===== config.mk =====
export PLATFORM = sky130hd
export DESIGN_NAME = uart_fifo_tx
export DESIGN_NICKNAME = d
export VERILOG_FILES = /design/src/rtl/uart_fifo_tx.sv
export SDC_FILE = /design/constraint.sdc
export NUM_CORES = 1
export LEC_CHECK = 0
export BUFFER_PORTS_ARGS = -buffer_cell sky130_fd_sc_hd__buf_2
export CORE_ASPECT_RATIO = 0.8
export CORE_MARGIN = 1
export CORE_UTILIZATION = 55
export CTS_CLUSTER_DIAMETER = 200
export CTS_CLUSTER_SIZE = 28
export DETAILED_ROUTE_END_ITERATION = 12
export PLACE_DENSITY = 0.75
export SYNTH_ARGS = -nofsm -noshare
export SYNTH_HDL_FRONTEND = slang
export SYNTH_SLANG_ARGS = --single-unit

===== constraint.sdc =====
create_clock -name clk -period 3.1 [get_ports clk]
set_clock_uncertainty 0.05 [all_clocks]
set_input_delay 0.62 -clock clk [delete_from_list [all_inputs] [get_ports clk]]
set_output_delay 0.62 -clock clk [all_outputs]
set_load 0.05 [all_outputs]

===== src/rtl/uart_fifo_tx.sv =====
// UART transmitter that pops bytes from an upstream FIFO valid/ready port and
// serialises them as start + 8 data (LSB first) + optional parity + stop bit(s).
module uart_fifo_tx #(
    parameter int    CLKS_PER_BIT = 434,
    parameter string PARITY       = "NONE",
    parameter int    STOP_BITS    = 1
) (
    input  logic       clk,
    input  logic       rst_n,
    input  logic [7:0] fifo_rd_data,
    input  logic       fifo_rd_valid,
    output logic       fifo_rd_req,
    output logic       uart_tx,
    output logic       tx_busy
);

    localparam int           BW        = (CLKS_PER_BIT > 1) ? $clog2(CLKS_PER_BIT) : 1;
    localparam logic [BW-1:0] BAUD_LAST = BW'(CLKS_PER_BIT - 1);
    localparam logic [2:0]   STOP_LAST = 3'(STOP_BITS - 1);
    localparam bit           PAR_EN    = (PARITY != "NONE");
    localparam logic         PAR_ODD   = (PARITY == "ODD");

    typedef enum logic [2:0] {
        S_IDLE,
        S_START,
        S_DATA,
        S_PAR,
        S_STOP
    } state_e;

    state_e      state_q, state_d;
    logic [BW-1:0] baud_q, baud_d;
    logic [2:0]  bit_q, bit_d;
    logic [7:0]  shift_q, shift_d;
    logic        par_q, par_d;
    logic        tx_q, tx_d;
    logic        bit_end;

    assign fifo_rd_req = (state_q == S_IDLE);
    assign tx_busy     = (state_q != S_IDLE);
    assign uart_tx     = tx_q;

    always_comb begin
        state_d = state_q;
        baud_d  = baud_q;
        bit_d   = bit_q;
        shift_d = shift_q;
        par_d   = par_q;
        bit_end = (baud_q == BAUD_LAST);

        if (state_q != S_IDLE) begin
            baud_d = bit_end ? '0 : baud_q + 1'b1;
        end

        unique case (state_q)
            S_IDLE: begin
                if (fifo_rd_valid) begin
                    shift_d = fifo_rd_data;
                    par_d   = (^fifo_rd_data) ^ PAR_ODD;
                    baud_d  = '0;
                    bit_d   = '0;
                    state_d = S_START;
                end
            end
            S_START: begin
                if (bit_end) state_d = S_DATA;
            end
            S_DATA: begin
                if (bit_end) begin
                    shift_d = {1'b0, shift_q[7:1]};
                    if (bit_q == 3'd7) begin
                        bit_d   = '0;
                        state_d = PAR_EN ? S_PAR : S_STOP;
                    end else begin
                        bit_d = bit_q + 3'd1;
                    end
                end
            end
            S_PAR: begin
                if (bit_end) state_d = S_STOP;
            end
            S_STOP: begin
                // bit counter doubles as the stop-bit counter
                if (bit_end) begin
                    if (bit_q == STOP_LAST) begin
                        bit_d   = '0;
                        state_d = S_IDLE;
                    end else begin
                        bit_d = bit_q + 3'd1;
                    end
                end
            end
            default: state_d = S_IDLE;
        endcase

        // Line level is registered from the next-state view so it changes on the same edge
        unique case (state_d)
            S_START: tx_d = 1'b0;
            S_DATA:  tx_d = shift_d[0];
            S_PAR:   tx_d = par_d;
            default: tx_d = 1'b1;
        endcase
    end

    always_ff @(posedge clk or negedge rst_n) begin
        if (!rst_n) begin
            state_q <= S_IDLE;
            baud_q  <= '0;
            bit_q   <= '0;
            shift_q <= '0;
            par_q   <= 1'b0;
            tx_q    <= 1'b1;
        end else begin
            state_q <= state_d;
            baud_q  <= baud_d;
            bit_q   <= bit_d;
            shift_q <= shift_d;
            par_q   <= par_d;
            tx_q    <= tx_d;
        end
    end

endmodule


==> impl_metrics.tcl <==
set metrics [dict create \
    total_power_mw 0.501 \
    critPathTopFamily "simple AND/OR/NAND/NOR gates" \
    io_buffers 13 \
    ys_types 39 \
    slew_violations 0 \
    vias 1057 \
    drive_gt1_frac 0.165 \
    initial_core_util 0.611 \
    first_pass_iters 8 \
    synth_flop_cell "dfrtp_1" \
    hold_path.class "primary input to asynchronous set/reset pin" \
    cts_sinks 25 \
    dieArea_um2 2710 \
    reg2reg_depth 5 \
    fin_util 0.659 \
    grt_setup_unrepaired "no" \
    setup_viol 0 \
    antenna_found_initial 0 \
    reg2reg_slack_ps 780 \
    fin_crit_sh 0.767 \
    violations "DRC" \
    fmax_ghz 0.421 \
    syn_nets 161 \
    numCtsBuffers 3 \
    ioPinCount 14 \
    hold_ws_ps 216 \
    syn2layout_area_growth_pct 7.92 \
    grt_pass1_wl_um 4340 \
    place_hpwl_um 1880 \
    end_kind "output pin" \
    core_um2 2250 \
    netlist_area_um2 1380 \
    finalNonFillerCells 183 \
    drc 1 \
    r2r-end "bit_q[2]$_DFFE_PN0P_" \
    placed_cells 179 \
    ys_ff_latch 25 \
    synth_edf_count 0 \
    cp.buffers_inverters 2 \
    ctsHtreeMaxLevel 1 \
    viasPerCell 5.78 \
    cts_hold_buffers 0 \
    rows 15 \
    crit_required_ps 2430 \
    cap_violations 0 \
    min_period_ps 2380 \
    grtUsageTotal 0.217 \
    worstSetupPathType "flip-flop to output pin" \
    grt_overflow_total 0 \
    cpMaxStageDelayCell "or3_1" \
    final-hold-violation-count 0 \
    clockBufferDepth 2 \
    arrival_ps 1710 \
    grt_max_degree 26 \
    clkLatencyLatePin_ps 310 \
    critical_path.startpoint_type "flip-flop" \
    cts-resized-gates 0 \
    ir_worst_vdd_v 0.000303 \
    syn_avg_cell_area_um2 9.48 \
    dieWidth_um 57.9 \
    drtIter0Drc 36 \
    tightest_slew_ps 591 \
    setup_tns_ps 0 \
    diodes 0 \
    dieHeight_um 46.7 \
    relSlewSlack 0.604 \
    cts_setup_buffers 0 \
    critPathMaxFanout 10 \
    path_cells "or3_1, inv_2, buf_2" \
    routed_wl_um 2470 \
    cts.clk_slew.worst_paths_ps 130 \
    yosysWarnings 0 \
    synth-seq-area-share 0.456 \
    tritoncts "yes" \
    synthCells 145 \
    synthArstFlopShare 1.00 \
    cts-root-buf "clkbuf_4" \
    status "finished with violations" \
    gp_congestion 0.863 \
    power_density_nw_per_um2 337 \
    grt_pass1_vias 991 \
    fin_nets 175 \
    p_leak_nw 0.680 \
    wl_per_cell_um 13.5 \
    regToRegStartpoint "baud_q[2]$_DFF_PN0_" \
    worst_path_largest_cell_delay_ps 520 \
    ant_nets 0 \
]
[synthesized netlist by cell type (2+ instances only)]
library cell  count  area [um2]
nand2_1          20        75.1
clkbuf_1          3        11.3
nand3_1           4        20.0
ha_1              5        62.6
xnor2_1           8        70.1
nand2b_1          4        25.0
dfrtp_1          24         601
nand4_1           2        12.5
o31ai_1           3        22.5
buf_2             2        10.0
a22oi_1           8        60.1
inv_1             4        15.0
o21ai_0          17        85.1
mux2_1            2        22.5
and3_1            5        31.3
nor2_1           11        41.3
[cell usage in the layout, fill, tap and decap left out, types with 2 or more instances in the layout]
cell type,n
clkbuf_4,3
o21ai_0,17
a22oi_1,8
nor2_1,11
nand2_1,20
nand3_1,4
buf_2,13
mux2_1,2
inv_1,4
nand2b_1,4
dfrtp_1,24
nand4_1,2
o31ai_1,3
and3_1,5
xnor2_1,8
ha_1,5
[layer usage]
| metal | wire length, um | track usage | part of all wire |
|---|---|---|---|
| met5 | 0 | 0 | 0 |
| met4 | 14 | 0.0571 | 0.0057 |
| met3 | 100 | 0.0562 | 0.040 |
| met2 | 1130 | 0.343 | 0.46 |
| met1 | 1230 | 0.303 | 0.50 |
[power breakdown]
group / internal (mW) / switching, mW / leakage (nW)
combinational: 0.0145 / 0.0166 / 0.340
sequential: 0.326 / 0 / 0.326
clock: 0.0503 / 0.0930 / 0.0150
total: 0.391 / 0.110 / 0.680
[worst max path at each step]
stage	start	endpoint	slack [ps]	depth (start not counted)
final	state_q[2]$_DFF_PN0_	fifo_rd_req	720	3
after global routing	state_q[2]$_DFF_PN0_	fifo_rd_req	620	3
after CTS	state_q[2]$_DFF_PN0_	fifo_rd_req	720	3
after detailed placement	baud_q[2]$_DFF_PN0_	bit_q[2]$_DFFE_PN0P_	800	5
after global placement	baud_q[2]$_DFF_PN0_	bit_q[0]$_DFFE_PN0P_	840	5
after floorplan	state_q[2]$_DFF_PN0_	uart_tx$_DFF_PN1_	540	9
[flip-flops by register name, summed over array words and instances, names as in the netlist]
| signal | flops |
|---|---|
| baud_q | 9 |
| bit_q | 3 |
| par_q | 1 |
| shift_q | 8 |
| state_q | 3 |
| uart_tx | 1 |
[metrics by stage]
| step | cell area (um2) | setup slack [ps] |
|---|---|---|
| 5_1_grt | 1480 | 617 |
| 3_5_place_dp | 1460 | 799 |
| 6_report | 1480 | 723 |
| 3_3_place_gp | 1460 | 840 |
| 2_1_floorplan | 1380 | 535 |
| 4_1_cts | 1480 | 716 |
[cell type report]
type	instances	area, um2
clock buffer	4	26.3
timing repair buffer	14	72.6
tap	25	31.3
inverter	5	18.8
multi-input combinational	110	708
sequential	25	627
fill	194	768
[logic make-up (layout without fill, tap and decap cells)]
family          after synthesis  after routing  share of synthesized area
simple gates                 59             59                      0.231
fa+ha+maj                     6              6                     0.0537
flops                        25             25                      0.456
buf+inv                      10             23                     0.0291
mux                           3              3                     0.0237
xor+xnor                      9              9                     0.0573
compound gates               33             33                      0.149
[worst reg2reg max path: cells and delay by family (launching register included)]
family                   cells  cell delay [ps]
adder cells (fa/ha/maj)      1              330
flip-flops                   1              440
multiplexers                 1              340
AND/OR/NAND/NOR              3             1060
(Power assumes the default switching activity.)
